<file path="src/rtl/pbpix_fifo_pkg.sv">
// Shared types and helpers for the pbpix stream FIFO family.
// Used by the FIFO top and by its pointer/flag controller.
package pbpix_fifo_pkg;

    typedef enum logic {
        FP_OFF = 1'b0,
        FP_ON  = 1'b1
    } fp_mode_e;

    function automatic fp_mode_e fp_mode(input int unsigned full_pass);
        return (full_pass != 0) ? FP_ON : FP_OFF;
    endfunction

    function automatic int unsigned ptr_width(input int unsigned depth);
        return (depth > 1) ? $clog2(depth) : 1;
    endfunction

endpackage

</file>
<file path="src/rtl/pbpix_fifo_ctrl.sv">
// Pointer, occupancy and handshake control for a pbpix FIFO.
// Holds no storage, so SRAM-backed variants can reuse it.
module pbpix_fifo_ctrl
    import pbpix_fifo_pkg::*;
#(
    parameter int unsigned DEPTH = 4,
    parameter fp_mode_e    MODE  = FP_OFF,
    parameter int unsigned AW    = 2,
    parameter int unsigned CW    = 3
) (
    input  logic          clk,
    input  logic          rst_n,
    input  logic          src_rdy,
    input  logic          dst_ack,
    output logic          src_ack,
    output logic          dst_rdy,
    output logic          push,
    output logic          pop,
    output logic [AW-1:0] wptr,
    output logic [AW-1:0] rptr,
    output logic [CW-1:0] count,
    output logic          full,
    output logic          empty
);

    localparam logic [AW-1:0] LAST       = AW'(DEPTH - 1);
    localparam logic [CW-1:0] FULL_COUNT = CW'(DEPTH);

    logic [CW-1:0] count_nxt;

    // In pass mode a full FIFO still accepts when the head leaves this cycle.
    always_comb begin
        src_ack = !full || ((MODE == FP_ON) && dst_ack);
        dst_rdy = !empty;
        push    = src_rdy && src_ack;
        pop     = dst_rdy && dst_ack;
    end

    always_comb begin
        count_nxt = count;
        if (push && !pop) begin
            count_nxt = count + 1'b1;
        end else if (pop && !push) begin
            count_nxt = count - 1'b1;
        end
    end

    always_ff @(posedge clk or negedge rst_n) begin
        if (!rst_n) begin
            wptr  <= '0;
            rptr  <= '0;
            count <= '0;
            full  <= 1'b0;
            empty <= 1'b1;
        end else begin
            if (push) begin
                wptr <= (wptr == LAST) ? '0 : wptr + 1'b1;
            end
            if (pop) begin
                rptr <= (rptr == LAST) ? '0 : rptr + 1'b1;
            end
            count <= count_nxt;
            full  <= (count_nxt == FULL_COUNT);
            empty <= (count_nxt == '0);
        end
    end

endmodule

</file>
<file path="src/rtl/pbpix_fifo.sv">
// rdy/ack FIFO for pbpix beats (data word + zero flag).
// Zero beats skip the data-array write and read back as 0.
module pbpix_fifo
    import pbpix_fifo_pkg::*;
#(
    parameter  int unsigned DW        = 16,
    parameter  int unsigned DEPTH     = 4,
    parameter  int unsigned FULL_PASS = 0,
    localparam int unsigned CW        = $clog2(DEPTH + 1)
) (
    input  logic          i_clk,
    input  logic          i_rstn,
    input  logic          src_rdy,
    output logic          src_ack,
    input  logic          src_zero,
    input  logic [DW-1:0] src_data,
    output logic          dst_rdy,
    input  logic          dst_ack,
    output logic          dst_zero,
    output logic [DW-1:0] dst_data,
    output logic [CW-1:0] o_count,
    output logic          o_full,
    output logic          o_empty
);

    localparam int unsigned AW = ptr_width(DEPTH);

    typedef struct packed {
        logic          zero;
        logic [DW-1:0] data;
    } beat_t;

    if (DEPTH < 2) begin : g_depth_check
        $error("pbpix_fifo: DEPTH must be at least 2");
    end

    logic          push;
    logic          pop;
    logic          data_we;
    logic [AW-1:0] wptr;
    logic [AW-1:0] rptr;
    beat_t         head;

    logic [DEPTH-1:0] zero_mem;
    logic [DW-1:0]    data_mem [DEPTH];

    pbpix_fifo_ctrl #(
        .DEPTH (DEPTH),
        .MODE  (fp_mode(FULL_PASS)),
        .AW    (AW),
        .CW    (CW)
    ) u_ctrl (
        .clk     (i_clk),
        .rst_n   (i_rstn),
        .src_rdy (src_rdy),
        .dst_ack (dst_ack),
        .src_ack (src_ack),
        .dst_rdy (dst_rdy),
        .push    (push),
        .pop     (pop),
        .wptr    (wptr),
        .rptr    (rptr),
        .count   (o_count),
        .full    (o_full),
        .empty   (o_empty)
    );

    assign data_we = push && !src_zero;

    always_ff @(posedge i_clk or negedge i_rstn) begin
        if (!i_rstn) begin
            zero_mem <= '0;
        end else if (push) begin
            zero_mem[wptr] <= src_zero;
        end
    end

    always_ff @(posedge i_clk) begin
        if (data_we) begin
            data_mem[wptr] <= src_data;
        end
    end

    // Combinational read of the current head: a same-slot pass-through write lands after it.
    always_comb begin
        head.zero = zero_mem[rptr] && dst_rdy;
        head.data = (dst_rdy && !head.zero) ? data_mem[rptr] : '0;
    end

    assign dst_zero = head.zero;
    assign dst_data = head.data;

`ifndef SYNTHESIS
    a_no_overflow : assert property (@(posedge i_clk) disable iff (!i_rstn)
        (push && o_full) |-> pop);
    a_no_underflow : assert property (@(posedge i_clk) disable iff (!i_rstn)
        pop |-> !o_empty);
    a_src_stable : assert property (@(posedge i_clk) disable iff (!i_rstn)
        (src_rdy && !src_ack) |=> (src_rdy && $stable(src_zero) && $stable(src_data)));
`endif

endmodule

</file>
<file path="config.mk">
export PLATFORM = sky130hd
export DESIGN_NAME = pbpix_fifo
export DESIGN_NICKNAME = d
export VERILOG_FILES = /design/src/rtl/pbpix_fifo_pkg.sv /design/src/rtl/pbpix_fifo_ctrl.sv /design/src/rtl/pbpix_fifo.sv
export SDC_FILE = /design/constraint.sdc
export NUM_CORES = 1
export LEC_CHECK = 0
export BUFFER_PORTS_ARGS = -buffer_cell sky130_fd_sc_hd__buf_2
export CORE_ASPECT_RATIO = 1.4
export CORE_MARGIN = 2
export CORE_UTILIZATION = 35
export CTS_BUF_LIST = sky130_fd_sc_hd__clkbuf_4 sky130_fd_sc_hd__clkbuf_8 sky130_fd_sc_hd__clkbuf_16
export DETAILED_ROUTE_END_ITERATION = 16
export PLACE_DENSITY_LB_ADDON = 0.1
export SYNTH_ARGS = -nofsm -noshare
export SYNTH_HDL_FRONTEND = slang
export SYNTH_SLANG_ARGS = --single-unit
</file>
<file path="constraint.sdc">
create_clock -name i_clk -period 4.7 [get_ports i_clk]
set_input_delay 0.47 -clock i_clk [delete_from_list [all_inputs] [get_ports i_clk]]
set_output_delay 0.47 -clock i_clk [all_outputs]
set_load 0.01 [all_outputs]
</file>
# Word level (Yosys, flattened, before mapping)

Memories as Yosys holds them, arrays and structs flattened.
Cells that the tools add are included.

Add/subtract/negate cells: 4
Order comparisons: 3
Eq/ne operators: 3
Multiplexer cells: 12
Reductions and logical operators: 15

Operators with widths:

| cell                                                              | number |
|---|---|
| 2-to-1 mux 16 bit                                                 | 1 |
| logical AND 1 bit                                                 | 8 |
| logical NOT 1 bit                                                 | 6 |
| less-than comparator 2 x 3 -> 1 bit, second input constant        | 2 |
| 2-to-1 mux 3 bit                                                  | 2 |
| adder 2 x 1 -> 2 bit, second input constant                       | 2 |
| bitwise mux 4 bit                                                 | 1 |
| == test 2 bit, second input constant                              | 2 |
| 2-to-1 mux 1 bit                                                  | 4 |
| 2-to-1 mux 2 bit                                                  | 2 |
| adder 3 x 1 -> 3 bit, second input constant                       | 1 |
| == test 3 bit, second input constant                              | 1 |
| logical NOT 3 bit                                                 | 1 |
| subtractor 3 x 1 -> 3 bit, second input constant                  | 1 |
| binary-select mux 1 bit (select 2 bit)                            | 1 |
| demux 1 bit (select 2 bit)                                        | 1 |
| greater-or-equal comparator 2 x 1 -> 1 bit, second input constant | 1 |

Bits in registers: 13
RAM bits: 64
Output and inout port bits: 24
Memories: 1

Memory list:

| memory   | words | width | rd ports | clocked after memory_dff | write ports | RTL line         | text |
|---|---|---|---|---|---|---|---|
| data_mem | 4     | 16    | 1        | 0                        | 1           | pbpix_fifo.sv:45 | `logic [DW-1:0] data_mem [DEPTH];` |

# Longest topological paths before layout

Word-level depth: 7
Depth in mapped cells: 5

# Cells and area by module

From an unflattened synthesis, not the netlist that was laid out.

Cells, all modules: 181
Area, all modules: 3,362.0 sq um

By module, submodules not included:

| module          | times used | cells an instance | area each (sq um) | sequential area each (sq um) |
|---|---|---|---|---|
| pbpix_fifo      | 1          | 128               | 2,802.7           | 2,021.9 |
| pbpix_fifo_ctrl | 1          | 53                | 559.3             | 226.5 |

# Worst setup path after synthesis

OpenSTA, ideal clock, no wires.

Path kind: reg-to-output
Start: register u_ctrl.rptr[0]
End: output port dst_data[10]
Arrival time: 1.541 ns
Required time: 4.230 ns
Slack: 2.689 ns
Stages on the path, launching flop included: 6
Cells stage by stage: dfrtp_1 buf_6 mux4_2 or2_4 buf_12 nor2b_4

Word-level cells in the longest chain between the ends: 6
Elaborated cells between the ends (all ways): 7
Those cells by class: mux: 3; reduce/logical: 3; memory: 1

Ends and longest elaborated chain:

| element                                | RTL line              | text |
|---|---|---|
| start, declared                        | pbpix_fifo_ctrl.sv:20 | `output logic [AW-1:0] rptr,` |
| start signal, assigned                 | pbpix_fifo_ctrl.sv:60 | `rptr <= (rptr == LAST) ? '0 : rptr + 1'b1;` |
| binary-select mux 1 bit (select 2 bit) | pbpix_fifo.sv:86      | `head.zero = zero_mem[rptr] && dst_rdy;` |
| 2-to-1 mux 1 bit (implied by the code) | pbpix_fifo.sv:86      |  |
| logical AND 1 bit                      | pbpix_fifo.sv:86      |  |
| logical NOT 1 bit                      | pbpix_fifo.sv:87      | `head.data = (dst_rdy && !head.zero) ? data_mem[rptr] : '0;` |
| logical AND 1 bit                      | pbpix_fifo.sv:87      |  |
| 2-to-1 mux 16 bit *                    | pbpix_fifo.sv:87      |  |
| end, declared                          | pbpix_fifo.sv:20      | `output logic [DW-1:0] dst_data,` |

Every way passes the cells marked *; elsewhere a longest branch is shown, timed or not. The select of a mux whose other input is x is not followed.

# Worst setup path after layout

Start: register u_ctrl.rptr[1]
End: output port dst_data[0]

Same word-level chain as after synthesis.

==> metrics.yaml <==
antenna_found_initial: 0
root_buffer: "clkbuf_16"
reg2reg_depth: 3
synth-compound-area-share_pct: 1.97
max-clock-path-buffers: 2
placed_cell_area_um2: 3600
routed-via-count: 1676
die_h_um: 119
start_kind: "flip-flop"
critical_path_class: "reg -> out"
synth_area_um2: 3300
slew_violations: 0
sw_frac_of_total_pct: 30.5
r2r_slack_ns: 2.62
num_rows: 41
async_flop_share_pct: 16.9
cp_slowest_cell: "dfrtp_1"
grt-ovfl-total: 0
grt_pass1_wl_um: 9740
wl_per_cell_um: 17.8
power.share.clock_pct: 28.7
max_freq_mhz: 346
p_switching_mw: 0.814
synthSimpleGateAreaFrac_pct: 10.3
ys_types: 36
cts_tree: "yes"
die_width_um: 86.0
worstPathRequired_ns: 4.23
syn_avg_cell_area_um2: 18.7
p_per_area_nw_per_um2: 679
start_util_pct: 36.3
avgViaCountPerCell: 4.99
syn_nets: 204
clock_latency_ns: 0.33
hp-class: "in -> async"
detail-route-antenna-nets: 0
ys_ff_latch: 77
p_int_mw: 1.86
comb_power_share_pct: 36.0
skew_ns: 0.00485
die-area_um2: 10200
drc: 0
fin_crit_ns: 2.89
hold_viol_final: 0
grt_max_degree: 20
preCtsSetupSlack_ns: 2.08
gp_congestion: 0.701
arrival_ns: 2.42
cts.clk_slew.worst_paths_ns: 0.06
status: "finished, final reports clean"
ys_seq_area_share_pct: 68.2
power_frac_seq_pct: 35.3
rr_endpoint: "data_mem[2][5]"
final_cells: 336
cts_hold_buf: 0
synth-adder-area-share_pct: 2.66
final_area_um2: 3940
fin_nets: 252
synthXorXnorAreaFrac_pct: 0.531
cts_setup_buffers: 0
syn_to_final_growth_pct: 19.4
final_util_pct: 43.3
synth_flop_cell: "edfxtp_1"
leakagePower_nw: 1.51
crit_path_max_fanout: 19
grt_pass1_vias: 1901
crit_chain: "mux4_2, or2_4, and2b_1, buf_2"
max_stage_delay_ns: 0.90
ys_warn_count: 0
drt_iter0_drc: 118
firstDrtPassIters: 4
setup_viol: 0
drive_gt1_share_pct: 36.7
dp.cells: 320
relSlewSlack_pct: 38.2
synth_top_family_by_area: "multiplexers"
synth_edf_count: 64
num_antenna_cells: 0
layout_setup_ws_ns: 1.81
core_area_um2: 9080
tns_ns: 0
ir_drop_v: 0.000325
worst_pin_slew_ns: 0.927
path_buf_inv: 1
ios: 45
rsz0062_at_grt: "false"
post_cts_resized: 0
synth_cells: 176
fin_crit_sh_pct: 61.6
muxShareOfSynthArea_pct: 13.9
clock-sinks: 77
routed_wl_um: 5970
io_buffers: 44
end_kind: "output port"
hpwl_um: 3830
drv_cap: 0
cts_buffers: 9
grt_use_total_pct: 12.9
reg2reg_from: "u_ctrl.full"
crit_family: "flip-flops"
htree_num_levels: 3
-- cells in the mapped netlist, types with 4 or more instances --
library cell | count | area share [%]
edfxtp_1 | 64 | 58
mux2_2 | 4 | 1.4
and2b_1 | 5 | 1.1
dfrtp_1 | 12 | 9.1
inv_1 | 6 | 0.68
and2_1 | 5 | 0.95
mux4_1 | 8 | 6.4
ha_1 | 7 | 2.7
nand2_1 | 9 | 1.0
mux4_2 | 9 | 6.1
nor2b_4 | 10 | 4.2
-- placed cells by master, fill, tap and decap left out, types with 2 or more instances in the layout --
cell       count
clkbuf_16      9
nor3_1         2
ha_1           7
and2_1         5
nand3_1        2
and2b_1        5
nand2b_1       2
mux4_2         9
bufinv_16      3
nor2b_4       10
xnor2_1        2
clkinv_1       3
mux2_2         4
nand2_1        9
o21ai_0        2
inv_1          6
buf_2         44
nor2b_1        3
dfrtp_1       12
edfxtp_1      64
mux4_1         8
nor2_1         3
-- cell type report --
type | instances | area, µm²
Clock buffer | 10 | 233
Clock inverter | 6 | 101
Fill cell | 790 | 5140
Inverter | 6 | 22.5
Multi-Input combinational cell | 85 | 968
Sequential cell | 77 | 2250
Tap cell | 107 | 134
Timing Repair Buffer | 45 | 228
-- sequential cells by signal (all words and copies together) (netlist names) --
register / cells
u_ctrl.empty: 1
u_ctrl.wptr: 2
zero_mem: 4
data_mem: 64
u_ctrl.count: 3
u_ctrl.rptr: 2
u_ctrl.full: 1
-- worst register-to-register path: stages, from the launching register on --
cell,delay (ns)
dfrtp_1,0.39
nand2b_1,0.30
nor2_1,0.23
and2_1,0.77
-- power groups by stage --
| stage | logic [mW] | registers, mW | clock network (mW) |
|---|---|---|---|
| after global placement | 0.959 | 0.950 | 0 |
| after floorplan | 0.762 | 0.919 | 0 |
| after global routing | 1.07 | 0.959 | 0.813 |
| after detailed placement | 0.984 | 0.960 | 0 |
| final | 0.961 | 0.942 | 0.768 |
| after CTS | 0.988 | 0.946 | 0.785 |
-- worst max path at each step --
| stage | start | to | slack, ns | cells past startpoint |
|---|---|---|---|---|
| after floorplan | u_ctrl.rptr[0] | dst_data[10] | 2.69 | 5 |
| after global placement | u_ctrl.rptr[1] | dst_data[3] | 2.15 | 4 |
| after detailed placement | u_ctrl.rptr[1] | dst_data[0] | 2.08 | 4 |
| after CTS | u_ctrl.rptr[1] | dst_data[0] | 1.72 | 4 |
| after global routing | u_ctrl.rptr[1] | dst_data[0] | 1.64 | 4 |
| final | u_ctrl.rptr[1] | dst_data[0] | 1.81 | 4 |
-- per-layer routing --
| metal | track usage, % | wire length [µm] |
|---|---|---|
| met1 | 15.5 | 2470 |
| met2 | 21.0 | 3070 |
| met3 | 2.84 | 269 |
| met4 | 7.44 | 160 |
| met5 | 0 | 0 |
-- logic make-up (layout without fill, tap and decap cells) --
kind of cell,Yosys count,after routing
mux,21,21
flops,77,77
buf+inv,14,67
xor+xnor,2,2
simple gates,46,46
compound gates,9,9
fa+ha+maj,7,7
-- metrics by stage --
step,total power [mW],hold WS (ns)
after floorplan,1.68,0.174
after global placement,1.91,0.370
after detailed placement,1.94,0.383
after CTS,2.72,0.0309
after global routing,2.84,0.0495
final,2.67,0.0292
Note: power is estimated with default switching activity, not from simulation.
